### config.mk
export PLATFORM = sky130hd
export DESIGN_NAME = proc_top
export DESIGN_NICKNAME = d
export VERILOG_FILES = /design/src/rtl/proc_top.sv
export SDC_FILE = /design/constraint.sdc
export NUM_CORES = 1
export LEC_CHECK = 0
export CAP_MARGIN = 10
export CORE_ASPECT_RATIO = 0.7
export CORE_MARGIN = 2
export CORE_UTILIZATION = 42
export CTS_CLUSTER_SIZE = 8
export DETAILED_ROUTE_END_ITERATION = 16
export PLACE_DENSITY_LB_ADDON = 0.08
export REMOVE_ABC_BUFFERS = 1
export SETUP_SLACK_MARGIN = 0.3
export SLEW_MARGIN = 20
export SYNTH_ARGS = -nofsm -noshare
export SYNTH_HDL_FRONTEND = slang
export SYNTH_SLANG_ARGS = --single-unit
### constraint.sdc
create_clock -name clk -period 2.73 [get_ports clk]
set_input_delay 0.546 -clock clk [delete_from_list [all_inputs] [get_ports clk]]
set_output_delay 0.546 -clock clk [all_outputs]
set_load 0.02 [all_outputs]
### src/rtl/proc_top.sv
// OpenNoc image pipeline processing elements: node 0 bridges host bytes
// into the mesh, worker nodes answer each pixel with its inverse.
module proc_top #(
  parameter int X       = 2,
  parameter int Y       = 2,
  parameter int DATA_W  = 8,
  parameter int X_W     = (X > 1) ? $clog2(X) : 1,
  parameter int Y_W     = (Y > 1) ? $clog2(Y) : 1,
  parameter int TOTAL_W = DATA_W + X_W + Y_W
) (
  input  logic                    clk,
  input  logic                    rstn,
  output logic [X*Y-1:0]          r_valid_pe,
  output logic [TOTAL_W*X*Y-1:0]  r_data_pe,
  input  logic [X*Y-1:0]          r_ready_pe,
  input  logic [X*Y-1:0]          w_valid_pe,
  input  logic [TOTAL_W*X*Y-1:0]  w_data_pe,
  input  logic                    i_valid_pci,
  input  logic [7:0]              i_data_pci,
  output logic                    o_ready_pci,
  output logic [7:0]              o_data_pci,
  output logic                    o_valid_pci,
  input  logic                    i_ready_pci
);

  localparam int N     = X * Y;
  localparam int HW    = X_W + Y_W;
  localparam int PW    = (N > 1) ? $clog2(N) : 1;
  localparam int FIRST = (N > 1) ? 1 : 0;

  localparam logic [1:0] S_IDLE = 2'd0;
  localparam logic [1:0] S_SEND = 2'd1;
  localparam logic [1:0] S_WAIT = 2'd2;
  localparam logic [1:0] S_OUT  = 2'd3;

  logic [1:0]         r_state;
  logic               r_rdy;
  logic               r_hv;
  logic [TOTAL_W-1:0] r_hpkt;
  logic               r_ov;
  logic [7:0]         r_od;
  logic [PW-1:0]      r_ptr;
  logic [N-1:0]       w_unused_dst;

  function automatic logic [HW-1:0] f_dest(input logic [PW-1:0] n);
    int v;
    v = int'(n);
    f_dest = {Y_W'(v / X), X_W'(v % X)};
  endfunction

  always_ff @(posedge clk or posedge rstn) begin
    if (rstn) begin
      r_state <= S_IDLE;
      r_rdy   <= 1'b0;
      r_hv    <= 1'b0;
      r_hpkt  <= '0;
      r_ov    <= 1'b0;
      r_od    <= '0;
      r_ptr   <= PW'(FIRST);
    end else begin
      case (r_state)
        S_IDLE: begin
          r_rdy <= 1'b1;
          if (i_valid_pci && r_rdy) begin
            r_rdy   <= 1'b0;
            r_hv    <= 1'b1;
            r_hpkt  <= {DATA_W'(i_data_pci), f_dest(r_ptr)};
            r_state <= S_SEND;
          end
        end
        S_SEND: begin
          if (r_ready_pe[0]) begin
            r_hv    <= 1'b0;
            r_ptr   <= (r_ptr >= PW'(N - 1)) ? PW'(FIRST)
                                             : r_ptr + PW'(1);
            r_state <= S_WAIT;
          end
        end
        S_WAIT: begin
          if (w_valid_pe[0]) begin
            r_od    <= 8'(w_data_pe[HW +: DATA_W]);
            r_ov    <= 1'b1;
            r_state <= S_OUT;
          end
        end
        S_OUT: begin
          if (i_ready_pci) begin
            r_ov    <= 1'b0;
            r_rdy   <= 1'b1;
            r_state <= S_IDLE;
          end
        end
        default: r_state <= S_IDLE;
      endcase
    end
  end

  assign o_ready_pci            = r_rdy;
  assign o_valid_pci            = r_ov;
  assign o_data_pci             = r_od;
  assign r_valid_pe[0]          = r_hv;
  assign r_data_pe[TOTAL_W-1:0] = r_hpkt;

  // Received dest fields carry no information for any node.
  for (genvar d = 0; d < N; d++) begin : g_dst
    assign w_unused_dst[d] = ^w_data_pe[d*TOTAL_W +: HW];
  end

  for (genvar n = 1; n < N; n++) begin : g_wk
    logic              r_v;
    logic [DATA_W-1:0] r_p;

    always_ff @(posedge clk or posedge rstn) begin
      if (rstn) begin
        r_v <= 1'b0;
        r_p <= '0;
      end else if (w_valid_pe[n]) begin
        r_v <= 1'b1;
        r_p <= DATA_W'(8'd255)
             - w_data_pe[n*TOTAL_W + HW +: DATA_W];
      end else if (r_ready_pe[n]) begin
        r_v <= 1'b0;
      end
    end

    assign r_valid_pe[n] = r_v;
    assign r_data_pe[n*TOTAL_W +: TOTAL_W] = {r_p, {HW{1'b0}}};
  end

endmodule

# Yosys cells after proc, flatten, opt, wreduce, memory -nomap -nowiden

Index checks and enable logic that the tools add are counted.

Logic and storage cells: 61
Output and inout bits: 54
Register bits after elaboration: 52
Input bits: 60

Reductions and logical operators: 15
Mux-type cells: 21
Eq/ne operators: 7
Add/sub/neg operators: 4
Magnitude comparators: 1

Operators with widths:

| cell                                                      | count |
|---|---|
| subtractor 8 bit (first input constant)                   | 3 |
| two-way mux 1 bit                                         | 12 |
| nonzero test 2 bit                                        | 6 |
| two-way mux 2 bit                                         | 5 |
| inequality test 2 bit (second input constant)             | 4 |
| one-hot mux 2 bit (4 select lines)                        | 1 |
| AND reduction 2 bit                                       | 4 |
| one-hot mux 1 bit (2 select lines)                        | 3 |
| AND reduction 3 bit                                       | 2 |
| equality test 2 bit (second input constant)               | 2 |
| AND reduction 4 bit                                       | 1 |
| adder 2 x 1 -> 2 bit (second input constant)              | 1 |
| equality test 2 x 1 -> 1 bit (second input constant)      | 1 |
| greater-or-equal comparator 2 bit (second input constant) | 1 |
| logical NOT 2 bit                                         | 1 |
| logical AND 1 bit                                         | 1 |

# Longest topological paths before layout

Depth after elaboration: 3
Gate-level depth with buffers: 6
Mapped depth without buffers: 5

# Worst setup path before layout

OpenSTA, ideal clock, no wires.

Path kind: register -> register
Start point: reg r_state[0]
End point: reg r_state[1]
Path buffers: 0
Stages on the path, launching flop included: 6
Library setup time: 0.125 ns
Data arrival time: 1.492 ns
Clock period less this slack: 1.617 ns
Slack: 1.113 ns
Path through: dfrtp_1 -> inv_1 -> ha_1 -> nor2b_4 -> a2111oi_4 -> mux2_4

Cells in the longest elaborated chain, start to end: 3
Elaborated cells between the ends (all ways): 10
Classes of those cells: eq/ne (7); mux (1); reduce/logical (2)

RTL lines:

| element                                           | line | text |
|---|---|---|
| start: declaration                                | 36   | `logic [1:0] r_state;` |
| start signal: assignment                          | 53   | `r_state <= S_IDLE;` |
| start signal: assignment                          | 68   | `r_state <= S_SEND;` |
| start signal: assignment                          | 76   | `r_state <= S_WAIT;` |
| equality test 2 bit, or another cell as far along | 61   | `case (r_state)` |
| inequality test 2 bit (no line)                   | --   |  |
| AND reduction 4 bit (no line)                     | --   |  |

Several ways; a longest one is shown, not always the timed one.
A chain may end at the register's enable or synchronous reset.

# Worst setup path in the final report

Start point: reg r_rdy, in the netlist o_ready_pci
End point: out o_ready_pci

RTL lines:

| element                  | line | text |
|---|---|---|
| start: declaration       | 37   | `logic r_rdy;` |
| start signal: assignment | 54   | `r_rdy <= 1'b0;` |
| start signal: assignment | 63   | `r_rdy <= 1'b1;` |
| start signal: assignment | 65   | `r_rdy <= 1'b0;` |
| end: declaration         | 20   | `output logic o_ready_pci,` |

No word-level cell between the ends.

==> flow_metrics.py <==
metrics = {
    "status": {
        "outcome": "completed",
    },
    "sta": {
        "clock_skew_ns": 0.00397,
        "rsz0062_at_grt": "no",
        "finalSetupTns_ns": 0,
        "hold_viol_final": 0,
        "setup_viol": 0,
        "relSlewSlack": 0.616,
        "max_freq_mhz": 539,
        "min_period_ns": 1.85,
        "report.final.slew_viol_count": 0,
        "finalCritPeriodShare": 0.679,
        "worst_pin_slew_ns": 0.576,
    },
    "clock_network": {
        "htree_num_levels": 2,
        "cts_hold_buf": 0,
        "cts_buffers": 5,
        "clock_sinks": 52,
        "post_cts_buffers": 0,
        "path_clk_slew_ns": 0.09,
        "clkLatencyLatePin_ns": 0.29,
        "cts_root_buf": "clkbuf_8",
        "ctsResizeCount": 0,
        "clockBufferDepth": 2,
        "cts_tree": "done",
    },
    "floorplanning": {
        "rows": 21,
        "die_y_um": 64.5,
        "start_util": 0.447,
        "ioPinCount": 114,
        "fp.dieW_um": 90.4,
        "coreArea_mm2": 0.00491,
        "design.die.area_mm2": 0.00583,
    },
    "finish": {
        "diodes": 0,
        "fin_util": 0.669,
        "drive_above_1_share": 0.112,
        "final_cell_area_mm2": 0.00329,
        "final_nets": 342,
        "mostFrequentLayoutCells": "clkdlybuf4s50_1 (99), dfrtp_1 (51), inv_1 (19), mux2_2 (17), nor2_1 (15)",
        "instances_no_fill": 345,
        "layout_commonest_cell": "clkdlybuf4s50_1",
        "area_growth_pct": 49.9,
    },
    "power": {
        "power_mw": 2.80,
        "vdd_drop_max_mv": 0.444,
        "p_leak_nw": 1.48,
        "p_per_area_mw_per_mm2": 851,
    },
    "critical_path": {
        "required_ns": 2.18,
        "worstPathArrival_ns": 1.31,
        "critPathCaptureType": "output pin",
        "path_buf_inv": 1,
        "slowest_stage": "clkdlybuf4s50_1",
        "path_max_fanout": 4,
        "cp_cell_sequence": "clkdlybuf4s50_1",
        "crit_path_start_kind": "flop",
        "critical_path.max_stage_delay_ns": 0.62,
        "crit_family": "buffers and inverters",
        "crit_type": "reg2out",
    },
    "min_path": {
        "min_path_type": "reg2reg",
    },
    "drt": {
        "dr.pass1.iters": 3,
        "drcViolationCount": 0,
        "ant_nets": 0,
        "wire_per_inst_um": 12.9,
        "vias_per_cell": 4.52,
        "dr_total_vias": 1560,
        "wl_um": 4460,
        "first_iter_violations": 38,
    },
    "placed_design": {
        "placed_area_mm2": 0.00321,
        "dp.cells": 338,
        "hpwl_um": 3410,
        "gp_congestion": 0.757,
        "port_buffers": 99,
    },
    "job": {
        "cap_violations": 0,
    },
    "synthesis": {
        "yosys_warnings": 0,
        "yosysSeqAreaShare": 0.594,
        "synth_cells": 179,
        "syn_area_mm2": 0.00219,
        "synth.distinct_cells": 28,
        "avgSynthCellArea_um2": 12.3,
        "ys_ff_latch": 52,
    },
    "global_route": {
        "grtUsageMet3": 0.0663,
        "grt_pass1_vias": 1600,
        "track_usage": 0.162,
        "overflow": 0,
        "grt_max_degree": 28,
        "use_met1": 0.229,
        "grt_busiest_layer": "met2",
        "grt_pass1_wl_um": 7510,
        "use_met2": 0.233,
        "antenna_found_initial": 0,
    },
}
cells in the mapped netlist, drive strengths merged:
master | n | share of area
mux2 | 18 | 0.094
nand2 | 5 | 0.0097
nor2 | 15 | 0.026
a21boi | 1 | 0.0034
o21ai | 6 | 0.014
clkbuf | 1 | 0.0017
nand2b | 1 | 0.0029
a21o | 4 | 0.014
ha | 6 | 0.034
nand3 | 2 | 0.0046
nand3b | 1 | 0.0034
conb | 1 | 0.0017
a21oi | 13 | 0.030
a2111oi | 1 | 0.013
dfstp | 1 | 0.012
buf | 14 | 0.043
mux2i | 12 | 0.055
o22a | 1 | 0.0040
dfrtp | 51 | 0.58
inv | 20 | 0.034
or3 | 1 | 0.0029
a2bb2oi | 1 | 0.0040
nor2b | 3 | 0.012
power by group:
group	internal [mW]	switching [mW]	total, mW
registers	1.00	0.122	1.12
clock network	0.175	0.227	0.401
logic	0.690	0.584	1.27
routing by layer:
metal | part of all wire | routed length (µm)
met1 | 0.48 | 2150
met2 | 0.42 | 1870
met3 | 0.093 | 413
met4 | 0.0063 | 28
met5 | 0 | 0
path summary, 6_finish.rpt:
kind | startpoint | endpoint | slack [ns] | cells after the start
worst min-delay path | g_wk[2].r_v | g_wk[2].r_v | 0.48 | 1
max in group asynchronous | rstn | r_ptr[0] | 1.49 | 3
worst max-delay path | o_ready_pci | o_ready_pci | 0.88 | 1
worst min register to register | g_wk[2].r_v | g_wk[2].r_v | 0.48 | 1
worst max register to register | r_state[0] | r_state[1] | 0.99 | 5
min in group asynchronous | rstn | g_wk[2].r_p[4] | 0.62 | 2
state kept, by name (all words and copies together), names as in the netlist:
name / cells
g_wk.r_p: 24
r_hv: 1
r_hpkt: 10
g_wk.r_v: 3
r_ptr: 2
r_state: 2
o_ready_pci: 1
o_valid_pci: 1
o_data_pci: 8
area by class of cell:
class,instances,area [µm²]
Clock buffer,6,72.6
Clock inverter,1,5.00
Fill cell,401,1620
Inverter,20,75.1
Multi-Input combinational cell,97,737
Sequential cell,52,1300
Tap cell,69,86.3
Timing Repair Buffer,100,1010
cell families after synthesis:
logic type	synth area share
flops	0.594
buf+inv	0.0792
mux	0.149
simple gates	0.0610
compound gates	0.0815
fa+ha+maj	0.0342
other cells	0.00171
metrics by stage:
step                      hold slack (ns)  setup slack (ns)
final                               0.480             0.876
after global routing                0.504             0.805
after CTS                           0.485             0.857
after detailed placement            0.466             0.687
after global placement              0.458             0.700
after floorplan                     0.450             0.928
Power figures use the tool's default switching activity.
